File: src/rtl/pool_max2x2.sv
// pool_max2x2: 2x2 stride-2 max pooling over one 2x26 bank of a ping-pong conv output buffer.
module pool_max2x2 #(
  parameter int DATA_W     = 8,
  parameter int ROW_LEN    = 26,
  parameter int ADDR_W     = 7,
  parameter int BANK_WORDS = 52
) (
  input  logic              clk,
  input  logic              rst,
  input  logic              start,
  input  logic              bank_sel,
  output logic              rd_en,
  output logic [ADDR_W-1:0] rd_addr,
  input  logic [DATA_W-1:0] rd_data,
  output logic [DATA_W-1:0] pool_out,
  output logic              pool_valid,
  output logic [3:0]        pool_col,
  output logic              bank_free,
  output logic              free_id,
  output logic              busy,
  output logic              overrun
);
  localparam int CW = $clog2(BANK_WORDS + 1);
  typedef enum logic [1:0] {IDLE, READ, DRAIN} state_t;
  state_t            state;
  logic [CW-1:0]     r, d;
  logic              cur, pend, pend_bank, dv, take, nb;
  logic [DATA_W-1:0] acc, mx;
  function automatic logic [ADDR_W-1:0] addr_of(input logic b, input logic [CW-1:0] i);
    addr_of = ADDR_W'(b ? BANK_WORDS : 0) + ADDR_W'({i[CW-1:2], 1'b0}) + ADDR_W'(i[0])
            + (i[1] ? ADDR_W'(ROW_LEN) : '0);
  endfunction
  always_comb begin
    take = (state == IDLE && (pend || start)) || (state == DRAIN && bank_free && pend);
    nb   = pend ? pend_bank : bank_sel;
    mx   = rd_data > acc ? rd_data : acc;
  end
  always_ff @(posedge clk) begin
    if (rst) begin
      state      <= IDLE;
      r          <= '0;
      d          <= '0;
      cur        <= 1'b0;
      pend       <= 1'b0;
      pend_bank  <= 1'b0;
      dv         <= 1'b0;
      acc        <= '0;
      rd_en      <= 1'b0;
      rd_addr    <= '0;
      pool_out   <= '0;
      pool_valid <= 1'b0;
      pool_col   <= '0;
      bank_free  <= 1'b0;
      free_id    <= 1'b0;
      busy       <= 1'b0;
      overrun    <= 1'b0;
    end else begin
      pool_valid <= 1'b0;
      bank_free  <= 1'b0;
      dv         <= rd_en;
      if (start && !(state == IDLE && !pend)) begin
        if (pend && !take) overrun <= 1'b1;
        else begin
          pend      <= 1'b1;
          pend_bank <= bank_sel;
        end
      end else if (take && pend) pend <= 1'b0;
      if (take) begin
        state   <= READ;
        cur     <= nb;
        rd_en   <= 1'b1;
        rd_addr <= addr_of(nb, '0);
        r       <= CW'(1);
        busy    <= 1'b1;
      end else if (state == READ) begin
        if (r == CW'(BANK_WORDS)) begin
          rd_en <= 1'b0;
          state <= DRAIN;
        end else begin
          rd_addr <= addr_of(cur, r);
          r       <= r + 1'b1;
        end
      end else if (state == DRAIN && bank_free) begin
        state <= IDLE;
        busy  <= start;
      end
      if (dv) begin
        d   <= d == CW'(BANK_WORDS - 1) ? '0 : d + 1'b1;
        acc <= d[1:0] == 2'd0 ? rd_data : mx;
        if (d[1:0] == 2'd3) begin
          pool_valid <= 1'b1;
          pool_out   <= mx;
          pool_col   <= 4'(d[CW-1:2]);
        end
        if (d == CW'(BANK_WORDS - 1)) begin
          bank_free <= 1'b1;
          free_id   <= cur;
        end
      end
    end
  end
endmodule

File: config.mk
export PLATFORM = sky130hd
export DESIGN_NAME = pool_max2x2
export DESIGN_NICKNAME = d
export VERILOG_FILES = /design/src/rtl/pool_max2x2.sv
export SDC_FILE = /design/constraint.sdc
export NUM_CORES = 1
export LEC_CHECK = 0
export CORE_ASPECT_RATIO = 0.8
export CORE_MARGIN = 1
export CORE_UTILIZATION = 25
export DETAILED_ROUTE_END_ITERATION = 7
export GPL_TIMING_DRIVEN = 1
export SLEW_MARGIN = 20
export SYNTH_ARGS = -nofsm -noshare
export SYNTH_HDL_FRONTEND = slang
export SYNTH_SLANG_ARGS = --single-unit
File: constraint.sdc
create_clock -name clk -period 4.7 [get_ports clk]
set_clock_uncertainty 0.2 [all_clocks]
set_input_delay 1.175 -clock clk [delete_from_list [all_inputs] [get_ports clk]]
set_output_delay 1.175 -clock clk [all_outputs]
set_load 0.03 [all_outputs]
# Word-level counts from Yosys, hierarchy flattened
# Cells that the tools add are included.
dict set report word_totals {
  ff_bits 51
  latchBits 0
  mem_bits_rw 0
  rom_bits 0
  n_memories 0
}
dict set report op_classes {
  add_sub_neg 5
  multipliers 0
  n_div 0
  order_cmp 1
  eq_ne 10
  shift 0
  n_mux 28
  bitwise_logic 3
  n_reduce_logical 33
}
# cell count
set ops {}
lappend ops {{2-bit AND reduction} 11}
lappend ops {{7-bit two-way mux} 3}
lappend ops {{6-bit two-way mux} 3}
lappend ops {{1-bit two-way mux} 16}
lappend ops {{8-bit two-way mux} 2}
lappend ops {{6-bit by 1-bit adder with 6-bit output (second input constant)} 2}
lappend ops {{6-bit == test (second input constant)} 2}
lappend ops {{2-bit nonzero test} 5}
lappend ops {{8-bit > comparator} 1}
lappend ops {{6-bit by 5-bit adder with 7-bit output} 1}
lappend ops {{7-bit by 1-bit adder with 7-bit output} 1}
lappend ops {{7-bit by 5-bit adder with 7-bit output} 1}
lappend ops {{1-bit logical AND} 7}
lappend ops {{2-bit two-way mux} 3}
lappend ops {{2-bit inequality test (second input constant)} 3}
lappend ops {{5-bit two-way mux} 1}
lappend ops {{2-bit == test (second input constant)} 2}
lappend ops {{2-bit logical NOT} 2}
lappend ops {{2-bit OR reduction} 2}
lappend ops {{1-bit logical NOT} 3}
lappend ops {{3-bit by 2-bit inequality test with 1-bit output (second input constant)} 1}
lappend ops {{1-bit NOT} 3}
lappend ops {{3-bit nonzero test} 1}
lappend ops {{2-bit by 1-bit == test with 1-bit output (second input constant)} 1}
lappend ops {{2 further kinds} 3}

# Depth between registers and ports, before layout
dict set report logic_depth {
  depth_word 8
  mapped_depth 8
  depth_no_buf 8
}

# Worst setup path before layout
# Ideal clock, no wire load.
dict set report synth_path {
  path_type {input-to-reg}
  startpoint {input port rd_data[7]}
  endpoint {register acc[0]}
  arrival_ns 2.492
  required_ns 4.383
  path_slack_ns 1.891
  path_stages 6
  n_path_buf 0
  path_cell_list {ha_1 > nand4_4 > nor2_4 > a211oi_4 > o311a_4 > a22o_1}
}
dict set report synth_via {
  elab_chain_len 3
}
# element line_no
set synth_lines {}
lappend synth_lines {{from (decl)} 14} ;# input logic [DATA_W-1:0] rd_data,
lappend synth_lines {{8-bit > comparator} 36} ;# mx = rd_data > acc ? rd_data : acc;
lappend synth_lines {{8-bit two-way mux} 36}
lappend synth_lines {{8-bit two-way mux} 89} ;# acc <= d[1:0] == 2'd0 ? rd_data : mx;
lappend synth_lines {{to (signal assigned)} 89}
lappend synth_lines {{to (decl)} 28} ;# logic [DATA_W-1:0] acc, mx;
# No other way between the ends.
# A chain may end at the register's enable or synchronous reset.

# Final worst setup path
dict set report layout_path {
  startpoint {input port rd_data[3]}
  endpoint {register pool_out[2]}
}
dict set report layout_via {
  elab_chain_len 2
}
# element line_no
set layout_lines {}
lappend layout_lines {{8-bit > comparator} 36}
lappend layout_lines {{8-bit two-way mux} 36}
lappend layout_lines {{to (signal assigned)} 92} ;# pool_out <= mx;
lappend layout_lines {{to (decl)} 15} ;# output logic [DATA_W-1:0] pool_out,
# No other way between the ends.

==> run_summary.xml <==
<?xml version="1.0" encoding="UTF-8"?>
<metrics>
  <group name="pwr">
    <metric name="total_leakage_power" unit="nW">1.20</metric>
    <metric name="cell_internal_pwr" unit="µW">775</metric>
    <metric name="power.switching" unit="µW">260</metric>
    <metric name="power_density" unit="nW/µm²">327</metric>
    <metric name="swShare" unit="%">25.1</metric>
    <metric name="ir_worst_vdd" unit="mV">0.154</metric>
    <metric name="comb_power_share" unit="%">13.8</metric>
    <metric name="power.clock.fraction" unit="%">41.5</metric>
    <metric name="seqPwrFrac" unit="%">44.8</metric>
  </group>
  <group name="timing">
    <metric name="post-route-period-util" unit="%">66.4</metric>
    <metric name="drv_slew" unit="">0</metric>
    <metric name="max_freq" unit="MHz">320</metric>
    <metric name="finalSetupViolCount" unit="">0</metric>
    <metric name="period_needed" unit="ns">3.12</metric>
    <metric name="finalHoldViolations" unit="">0</metric>
    <metric name="rsz_0062_raised_after_global_routing" unit="">false</metric>
    <metric name="tightest_slew" unit="ns">0.845</metric>
    <metric name="setup-tns-final" unit="ns">0</metric>
    <metric name="max_slew_margin" unit="%">43.6</metric>
  </group>
  <group name="floorplanning">
    <metric name="fp-row-count" unit="">32</metric>
    <metric name="die_height" unit="µm">91.4</metric>
    <metric name="start_util" unit="%">25.8</metric>
    <metric name="design.die.area" unit="µm²">10400</metric>
    <metric name="boundaryPins" unit="">37</metric>
    <metric name="die_w" unit="µm">114</metric>
    <metric name="fp.coreArea" unit="µm²">9690</metric>
  </group>
  <group name="clock_network">
    <metric name="cts-hold-fix-buffers" unit="">0</metric>
    <metric name="cts_resized" unit="">0</metric>
    <metric name="tritoncts.num_buffers" unit="">5</metric>
    <metric name="ctsRootBufferMaster" unit="">clkbuf_16</metric>
    <metric name="cts_tree" unit="">yes</metric>
    <metric name="cts_buffer_depth" unit="">2</metric>
    <metric name="ctsHtreeMaxLevel" unit="">2</metric>
    <metric name="clkLatencyLatePin" unit="ns">0.29</metric>
    <metric name="number_of_buffers_added_for_setup_after_cts" unit="">0</metric>
    <metric name="clock_sink_count" unit="">51</metric>
    <metric name="cts.clk_slew.worst_paths" unit="ns">0.07</metric>
  </group>
  <group name="drt">
    <metric name="drt_first_iter_violations" unit="">98</metric>
    <metric name="route.final.wire_length" unit="µm">5740</metric>
    <metric name="detail-route-antenna-nets" unit="">0</metric>
    <metric name="dr_total_vias" unit="">2006</metric>
    <metric name="detail_route.drc_violations" unit="">0</metric>
    <metric name="drt-pass1-iter-count" unit="">5</metric>
    <metric name="route.detailed.wl_per_inst" unit="µm">12.9</metric>
    <metric name="detail_route.vias_per_cell" unit="">4.52</metric>
  </group>
  <group name="global_route">
    <metric name="grt_antenna_before_repair" unit="">0</metric>
    <metric name="grt_overflow" unit="">0</metric>
    <metric name="grt_pass1_vias" unit="">2008</metric>
    <metric name="track_usage" unit="%">12.1</metric>
    <metric name="grt_start_max_net_pins" unit="">25</metric>
    <metric name="grt_first_pass_wirelength" unit="µm">10000</metric>
  </group>
  <group name="layout">
    <metric name="fillerInstances" unit="">1041</metric>
    <metric name="nets" unit="">340</metric>
    <metric name="post_route_cells_drive_above_1_share" unit="%">6.82</metric>
    <metric name="area_growth_syn_to_layout" unit="%">26.6</metric>
    <metric name="antenna-diode-count" unit="">0</metric>
    <metric name="stdcell_count" unit="">444</metric>
  </group>
  <group name="synth">
    <metric name="yosys.area.top_type" unit="">dfxtp_1</metric>
    <metric name="synth.most_common_cell" unit="">dfxtp_1</metric>
    <metric name="synth_enable_flop_cells" unit="">0</metric>
    <metric name="netlist_area" unit="µm²">2500</metric>
    <metric name="syn_inst" unit="">273</metric>
    <metric name="synth_top_cells_by_count" unit="">dfxtp_1, nor2_1, inv_1, o21ai_0, ha_1</metric>
    <metric name="synthDistinctLibCells" unit="">49</metric>
    <metric name="post_synth.cell_area_avg" unit="µm²">9.15</metric>
    <metric name="ys_seq_elements" unit="">51</metric>
    <metric name="ys.flop_type" unit="">dfxtp_1</metric>
    <metric name="synth_sequential_area_ratio" unit="%">40.9</metric>
    <metric name="synth.net_count" unit="">306</metric>
    <metric name="netlist_top_cells_area" unit="">dfxtp_1, ha_1, o21ai_0</metric>
    <metric name="synth_top_area_share" unit="%">40.9</metric>
    <metric name="ys_async_sr_fraction" unit="%">0</metric>
    <metric name="yosys_warnings" unit="">0</metric>
  </group>
  <group name="placement">
    <metric name="gp_routability_congestion" unit="">0.803</metric>
    <metric name="dp.cells" unit="">436</metric>
    <metric name="port_buffers" unit="">36</metric>
    <metric name="detailed_place_hpwl" unit="µm">4260</metric>
  </group>
  <group name="setup_path">
    <metric name="worst-path-max-fanout" unit="">8</metric>
    <metric name="rr_worst_depth" unit="">8</metric>
    <metric name="criticalPathCategory" unit="">primary input to flop</metric>
    <metric name="worstPathRequired" unit="ns">4.72</metric>
    <metric name="worst_r2r_startpoint" unit="">r[1]</metric>
    <metric name="crit_path_start" unit="">rd_data[3]</metric>
    <metric name="critical_path_buf_inv_count" unit="">1</metric>
    <metric name="path_cells" unit="">clkdlybuf4s50_1 &gt; ha_1 &gt; nand4_1 &gt; o21ai_1 &gt; nand3_1 &gt; a31oi_1</metric>
    <metric name="slowest_stage" unit="">o21ai_1</metric>
    <metric name="crit_path_max_incr_delay" unit="ns">0.60</metric>
    <metric name="crit_arrival" unit="ns">3.14</metric>
    <metric name="critical_path.endpoint_type" unit="">flop</metric>
    <metric name="critical_path_cell_count" unit="">6</metric>
    <metric name="setup.worst_path.start_class" unit="">primary input</metric>
    <metric name="cpLargestDelayFamily" unit="">compound AO/OA/AOI/OAI gates</metric>
  </group>
  <group name="hold_path">
    <metric name="hold_path_depth" unit="">2</metric>
    <metric name="worstHoldStart" unit="">pool_col[1]</metric>
    <metric name="timing.hold.worst.class" unit="">flop to flop</metric>
  </group>
  <group name="flow_run">
    <metric name="maxCapViolations" unit="">0</metric>
  </group>
  <group name="outcome">
    <metric name="run_status" unit="">finished clean</metric>
  </group>
</metrics>
-- per-stage QoR --
step | hold slack, ns | cell area, µm² | utilization [%] | power (mW) | worst slack (ns)
6_report | 0.267 | 3160 | 32.7 | 1.03 | 1.58
5_1_grt | 0.299 | 3160 | 32.7 | 1.08 | 1.40
4_1_cts | 0.276 | 3160 | 32.7 | 1.05 | 1.57
3_5_place_dp | 0.260 | 2990 | 30.8 | 0.616 | 1.27
3_3_place_gp | 0.250 | 2990 | 30.8 | 0.612 | 1.30
2_1_floorplan | 0.252 | 2500 | - | 0.569 | 1.89
-- layout make-up --
cell class / instances / area, µm² / area share (%)
Timing Repair Buffer: 37 / 368 / 11.6
Clock buffer: 6 / 139 / 4.39
Sequential cell: 51 / 1020 / 32.3
Clock inverter: 2 / 38.8 / 1.23
Inverter: 20 / 75.1 / 2.37
Multi-Input combinational cell: 192 / 1350 / 42.7
Tap cell: 136 / 170 / 5.38
-- logic make-up (layout without fill, tap and decap cells) --
kind of cell	count (synthesis)	count (layout)	share of synthesized area (%)
AO/OA/AOI/OAI	76	76	21.2
XOR/XNOR	11	11	3.86
adder cells (fa/ha/maj)	21	21	11.1
buffers and inverters	30	65	5.01
flip-flops	51	51	40.9
multiplexers	6	6	2.40
AND/OR/NAND/NOR	78	78	15.5
-- cells in the final DEF, fill, tap and decap left out, types with 2 or more instances in the layout --
cell,instances
xnor2_1,5
a211oi_1,2
nor2_1,26
and3_1,2
clkbuf_16,5
nand3_1,11
mux2i_1,6
inv_1,20
a22o_1,8
clkdlybuf4s50_1,36
a31oi_1,9
o311a_1,2
xor2_1,6
nand2_1,17
a21o_1,2
nor3_1,4
dfxtp_1,51
a21oi_1,16
ha_1,19
nand2b_1,3
o21ai_1,2
nor2b_1,3
fa_1,2
o21ai_0,20
nand4_1,4
-- power groups by stage --
stage                     registers [mW]  clock network (mW)  logic [mW]
after floorplan                    0.480                   0      0.0891
after global placement             0.472                   0       0.140
after detailed placement           0.473                   0       0.143
after CTS                          0.463               0.440       0.144
after global routing               0.465               0.460       0.160
final                              0.463               0.429       0.142
-- sequential cells by signal, summed over array words and instances, names as in the netlist --
name        flops
cur             1
acc             8
pend            1
busy            1
overrun         1
pool_out        8
d               6
r               6
free_id         1
rd_addr         7
state           2
rd_en           1
pool_valid      1
pend_bank       1
pool_col        4
dv              1
bank_free       1
-- path summary, 6_finish.rpt --
check | endpoint | slack (ns)
max | pool_out[2] | 1.58
min | pool_col[1] | 0.27
max reg2reg | rd_addr[5] | 2.45
min reg2reg | pool_col[1] | 0.27
-- per-layer routing --
layer | global-route usage, % | part of all wire, % | routed length, µm | up-vias
met4 | 2.92 | 0.78 | 45 | 0
met2 | 18.4 | 42 | 2400 | 35
met1 | 17.5 | 54 | 3120 | 932
li1 | - | - | - | 1035
met5 | 0 | 0 | 0 | -
met3 | 2.34 | 3.1 | 176 | 4
-- worst register-to-register path, cell delays in order, from the launching register on --
cell and delay, ns:
dfxtp_1 0.38, inv_1 0.11, fa_1 0.54, inv_1 0.04, ha_1 0.32, a21oi_1 0.17, xor2_1 0.16, nand2_1 0.07
o311a_1 0.14
Power figures use the tool's default switching activity.
